**src/rtl/boreal_status_poller.sv**
```systemverilog
// Periodic status poller: on every scan tick it reads six 16-bit status
// registers, freezes them in a snapshot and streams them out as a byte frame.
// Frame: 0xA5, seq (frame_count[7:0]), 6 x {MSB, LSB} [, XOR checksum].
// Optional feature macro: BOREAL_POLL_CSUM_EN (appends the checksum byte).
// Ports:
//   clk, rst_n (async, active-low)   clock and reset
//   enable                           high enables periodic scanning
//   clr_overrun                      pulse clearing the overrun flag
//   addr[2:0], rd_en, rd_data[15:0]  status register file read port
//   tx_data[7:0], tx_valid, tx_ready byte stream with valid/ready handshake
//   busy                             high whenever the FSM is not idle
//   frame_count[15:0]                number of completed frames (wraps)
//   overrun                          sticky: a scan tick arrived while busy
module boreal_status_poller #(
    parameter int POLL_DIV = 50000
) (
    input  logic        clk,
    input  logic        rst_n,
    input  logic        enable,
    input  logic        clr_overrun,
    output logic [2:0]  addr,
    output logic        rd_en,
    input  logic [15:0] rd_data,
    output logic [7:0]  tx_data,
    output logic        tx_valid,
    input  logic        tx_ready,
    output logic        busy,
    output logic [15:0] frame_count,
    output logic        overrun
);

    typedef enum logic [2:0] {
        IDLE    = 3'd0,
        RD_REQ  = 3'd1,
        RD_CAP  = 3'd2,
        TX_SYNC = 3'd3,
        TX_SEQ  = 3'd4,
`ifdef BOREAL_POLL_CSUM_EN
        TX_CSUM = 3'd6,
`endif
        TX_DATA = 3'd5
    } state_t;

    state_t      state;
    logic [15:0] cnt;
    logic        scan_tick;
    logic [2:0]  index;
    logic [3:0]  bidx;
    logic [15:0] snap [6];
    logic [3:0]  nxt;
    logic [2:0]  nsel;
    logic [7:0]  next_byte;
    logic        accept;
`ifdef BOREAL_POLL_CSUM_EN
    logic [7:0]  csum;
`endif

    // Tick counter: free-runs only while enabled, so the first tick lands
    // POLL_DIV cycles after enable is first seen high.
    assign scan_tick = enable && (cnt == 16'(POLL_DIV - 1));

    always_ff @(posedge clk or negedge rst_n) begin
        if (!rst_n) begin
            cnt <= '0;
        end else if (!enable || scan_tick) begin
            cnt <= '0;
        end else begin
            cnt <= cnt + 16'd1;
        end
    end

    // Byte following data byte bidx: even -> MSB, odd -> LSB of snap[k/2].
    assign accept = tx_valid && tx_ready;
    assign nxt    = bidx + 4'd1;
    assign nsel   = (nxt[3:1] > 3'd5) ? 3'd0 : nxt[3:1];

    always_comb begin
        next_byte = nxt[0] ? snap[nsel][7:0] : snap[nsel][15:8];
    end

    // Tick dropped while busy; a set in the same cycle beats a clear.
    always_ff @(posedge clk or negedge rst_n) begin
        if (!rst_n) begin
            overrun <= 1'b0;
        end else if (scan_tick && busy) begin
            overrun <= 1'b1;
        end else if (clr_overrun) begin
            overrun <= 1'b0;
        end
    end

    always_ff @(posedge clk or negedge rst_n) begin
        if (!rst_n) begin
            state       <= IDLE;
            index       <= '0;
            bidx        <= '0;
            addr        <= '0;
            rd_en       <= 1'b0;
            tx_data     <= '0;
            tx_valid    <= 1'b0;
            busy        <= 1'b0;
            frame_count <= '0;
            for (int i = 0; i < 6; i++) snap[i] <= '0;
`ifdef BOREAL_POLL_CSUM_EN
            csum        <= '0;
`endif
        end else begin
            unique case (state)
                IDLE: begin
                    if (scan_tick) begin
                        state <= RD_REQ;
                        busy  <= 1'b1;
                        index <= '0;
                        addr  <= '0;
                        rd_en <= 1'b1;
                    end
                end
                RD_REQ: begin
                    rd_en <= 1'b0;
                    state <= RD_CAP;
                end
                RD_CAP: begin
                    snap[index] <= rd_data;
                    if (index == 3'd5) begin
                        state    <= TX_SYNC;
                        tx_valid <= 1'b1;
                        tx_data  <= 8'hA5;
                    end else begin
                        index <= index + 3'd1;
                        addr  <= index + 3'd1;
                        rd_en <= 1'b1;
                        state <= RD_REQ;
                    end
                end
                TX_SYNC: begin
                    if (accept) begin
                        tx_data <= frame_count[7:0];
                        state   <= TX_SEQ;
                    end
                end
                TX_SEQ: begin
                    if (accept) begin
                        tx_data <= snap[0][15:8];
                        bidx    <= '0;
                        state   <= TX_DATA;
`ifdef BOREAL_POLL_CSUM_EN
                        csum    <= tx_data;
`endif
                    end
                end
                TX_DATA: begin
                    if (accept) begin
                        if (bidx == 4'd11) begin
`ifdef BOREAL_POLL_CSUM_EN
                            tx_data <= csum ^ tx_data;
                            state   <= TX_CSUM;
`else
                            tx_valid    <= 1'b0;
                            busy        <= 1'b0;
                            frame_count <= frame_count + 16'd1;
                            state       <= IDLE;
`endif
                        end else begin
                            tx_data <= next_byte;
                            bidx    <= nxt;
`ifdef BOREAL_POLL_CSUM_EN
                            csum    <= csum ^ tx_data;
`endif
                        end
                    end
                end
`ifdef BOREAL_POLL_CSUM_EN
                TX_CSUM: begin
                    if (accept) begin
                        tx_valid    <= 1'b0;
                        busy        <= 1'b0;
                        frame_count <= frame_count + 16'd1;
                        state       <= IDLE;
                    end
                end
`endif
                default: state <= IDLE;
            endcase
        end
    end

endmodule

```
**config.mk**
```make
export PLATFORM = sky130hd
export DESIGN_NAME = boreal_status_poller
export DESIGN_NICKNAME = d
export VERILOG_FILES = /design/src/rtl/boreal_status_poller.sv
export SDC_FILE = /design/constraint.sdc
export NUM_CORES = 1
export LEC_CHECK = 0
export CAP_MARGIN = 10
export CORE_MARGIN = 3
export CORE_UTILIZATION = 53
export CTS_CLUSTER_DIAMETER = 30
export DETAILED_ROUTE_END_ITERATION = 10
export GPL_TIMING_DRIVEN = 0
export PLACE_DENSITY = 0.73
export SLEW_MARGIN = 0
export SYNTH_ARGS = -nofsm -noshare
export SYNTH_HDL_FRONTEND = slang
export SYNTH_SLANG_ARGS = --single-unit
```
**constraint.sdc**
```tcl
create_clock -name clk -period 4.85 [get_ports clk]
set_input_delay 0.7275 -clock clk [delete_from_list [all_inputs] [get_ports clk]]
set_output_delay 0.7275 -clock clk [all_outputs]
set_load 0.01 [all_outputs]
```
==> impl_metrics.toml <==
[outcome]
status = "finished, final reports clean"

[pwr]
p_int_mw = 2.05
seq_power_share_pct = 49.0
leakagePower_nw = 3.77
power.share.clock_pct = 47.5
cellPowerDensity_mw_per_mm2 = 300
p_sw_share_pct = 22.9
ir_drop_mv = 0.259
combPwrFrac_pct = 3.6
p_sw_mw = 0.609

[setup_path]
path_cells = "ha_1, buf_2, and3b_1, clkbuf_1, nor3_1, o221ai_1, a21oi_1, a41o_1"
crit_path_end_kind = "flop"
cp.required_ns = 5.21
crit_path_start_kind = "flop"
r2r_cells = 8
rrSetupSlack_ns = 2.10
r2r_start = "bidx[0]"
cp_max_fo = 10
timing.rr.end = "tx_data[5]"
critPathKind = "flop to flop"
worst_ep_arrival_time_ns = 3.11
worst-path-buf-inv = 2
cpMaxStageDelayCell = "nor3_1"
critical-path-top-delay-family = "simple AND/OR/NAND/NOR gates"
slowest_delay_ns = 0.79

[route]
drt_iter0_markers = 651
vias = 5662
first_pass_iters = 5
drc = 0
vias_per_cell = 6.13
wl_per_cell_um = 20.7
ant_nets = 0
routed_wl_um = 19100

[synthesis]
syn-cell-area_mm2 = 0.00754
yosysUniqueCellTypes = 68
yosysWarnings = 0
synth-seq-area-share_pct = 49.8
synthCells = 663
synth_fp_nets = 689
synthArstFlopShare_pct = 100
synth_ff_type = "dfrtp_1"
synth_area_per_cell_um2 = 11.4
synth-seq-cells = 150
synth_edf_count = 0

[cts]
insertion_delay_ns = 0.43
ctsHoldBuffers = 0
ctsLongestPathBuffers = 2
postCtsSetupBuffers = 0
path_clk_slew_ns = 0.06
cts_tree = "yes"
htreeDepth = 4
postCtsResizedCells = 0
cts.sinks = 150
numCtsBuffers = 17
root_buffer = "clkbuf_16"

[global_route]
gr-total-overflow = 0
grt_max_degree = 99
grt_pass1_vias = 5748
grt.total_usage_pct = 25.4
grt_pass1_wl_um = 31300
antenna_found_initial = 0

[floorplan]
fp.dieW_um = 125
io_pins = 52
die_area_mm2 = 0.0157
initial_core_util_pct = 55.6
fp.coreArea_mm2 = 0.0136
die_y_um = 125
rows = 42

[timing]
layout_min_cycle_time_ns = 2.75
finalCritPeriodShare_pct = 56.7
setup_viol = 0
fin_setup_tns_ns = 0
worst_clock_skew_ns = 0.0143
clock.fmax_mhz = 364
tightest_slew_ns = 0.993
slew_violations = 0
max_slew_margin_pct = 33.3
finalHoldViolations = 0
rsz0062_at_grt = "no"

[place]
dp_hpwl_um = 13500
gp_congestion = 0.934
dp_cells = 891
port_buffers = 51

[min_path]
hp-class = "primary input to async pin"

[flow_run]
maxCapViolations = 0

[final_layout]
finalNonFillerCells = 923
diodes = 0
layout-drive-gt1-share_pct = 22.6
nNetsFinal = 760
syn2layout_area_growth_pct = 17.6
## cell families after synthesis
kind of cell | share of synthesized area, %
compound gates | 11.3
xor+xnor | 3.60
fa+ha+maj | 0.830
buf+inv | 2.77
flops | 49.8
mux | 18.5
simple gates | 13.2
## metal layers
| layer | vias to the layer above | global-route usage (%) | share of wire, % |
|---|---|---|---|
| met3 | 29 | 4.90 | 5.7 |
| met5 | - | 0 | 0 |
| li1 | 2595 | - | - |
| met4 | 0 | 8.04 | 1.8 |
| met1 | 2858 | 35.1 | 44 |
| met2 | 180 | 41.1 | 49 |
## layout make-up
| cell class | count | area (µm²) |
|---|---|---|
| tap | 176 | 220 |
| clock buffer | 18 | 439 |
| buffer | 34 | 175 |
| inverter | 9 | 33.8 |
| multi-input combinational | 470 | 3580 |
| timing repair buffer | 52 | 539 |
| clock inverter | 14 | 126 |
| sequential | 150 | 3750 |
| fill | 1061 | 4690 |
## cells in the final DEF, fill, tap and decap left out, types with 11 or more instances in the layout
master,instances
a21oi_1,18
clkbuf_1,12
nor2_1,40
nand2_1,43
clkdlybuf4s50_1,50
mux2_2,91
xor2_1,12
clkbuf_16,17
nand4_1,12
o211ai_1,17
mux2i_1,21
xnor2_1,19
o21ai_0,25
dfrtp_1,150
buf_2,11
nand3_1,32
## synth_stat cells, types with 10 or more instances
cell,n,share of area (%)
a21oi_1,18,1.2
buf_2,11,0.73
clkbuf_1,12,0.60
dfrtp_1,150,50
mux2_2,91,14
mux2_4,10,2.0
mux2i_1,21,2.8
nand2_1,43,2.1
nand3_1,32,2.1
nand4_1,12,1.0
nor2_1,40,2.0
nor3_1,10,0.66
o211ai_1,17,1.7
o21ai_0,25,1.7
xnor2_1,19,2.2
xor2_1,12,1.4
## worst max-delay path by stage
stage                     startpoint         end  slack, ns  cells after the start
after detailed placement    tx_ready  tx_data[7]       1.93                      6
final                        bidx[0]  tx_data[5]       2.10                      8
after global placement         rst_n    snap[40]      -2.70                      1
after global routing         bidx[0]  tx_data[2]       1.98                      9
after floorplan              bidx[0]  tx_data[4]       2.78                      9
after CTS                    bidx[0]  tx_data[2]       2.18                      9
## flip-flops by register name, indices dropped and copies added (netlist names)
| name | cells |
|---|---|
| index | 3 |
| frame_count | 16 |
| overrun | 1 |
| snap | 96 |
| cnt | 16 |
| tx_valid | 1 |
| rd_en | 1 |
| busy | 1 |
| state | 3 |
| tx_data | 8 |
| bidx | 4 |
## worst reg2reg max path, cell delays in order, from the launching register on
cell	delay (ns)
dfrtp_1	0.44
ha_1	0.21
buf_2	0.18
and3b_1	0.19
clkbuf_1	0.17
nor3_1	0.79
o221ai_1	0.32
a21oi_1	0.20
a41o_1	0.18
## power groups by stage
stage | Clock [mW] | Combinational (mW) | Sequential (mW)
3_5_place_dp | 0 | 0.0972 | 1.32
5_1_grt | 1.34 | 0.106 | 1.30
6_report | 1.26 | 0.0955 | 1.30
4_1_cts | 1.28 | 0.0979 | 1.30
2_1_floorplan | 0 | 0.0357 | 1.32
3_3_place_gp | 0 | 0.0894 | 1.32
## stage by stage
step	hold WS [ns]	utilization (%)	setup WS, ns	total power [mW]	cell area (µm²)
2_1_floorplan	0.432	-	2.78	1.35	7540
3_3_place_gp	0.446	61.0	-2.70	1.41	8270
3_5_place_dp	0.454	61.2	1.93	1.42	8300
4_1_cts	0.256	65.4	2.18	2.68	8860
5_1_grt	0.274	65.4	1.98	2.75	8860
6_report	0.248	65.4	2.10	2.66	8860
(Power assumes the default switching activity.)
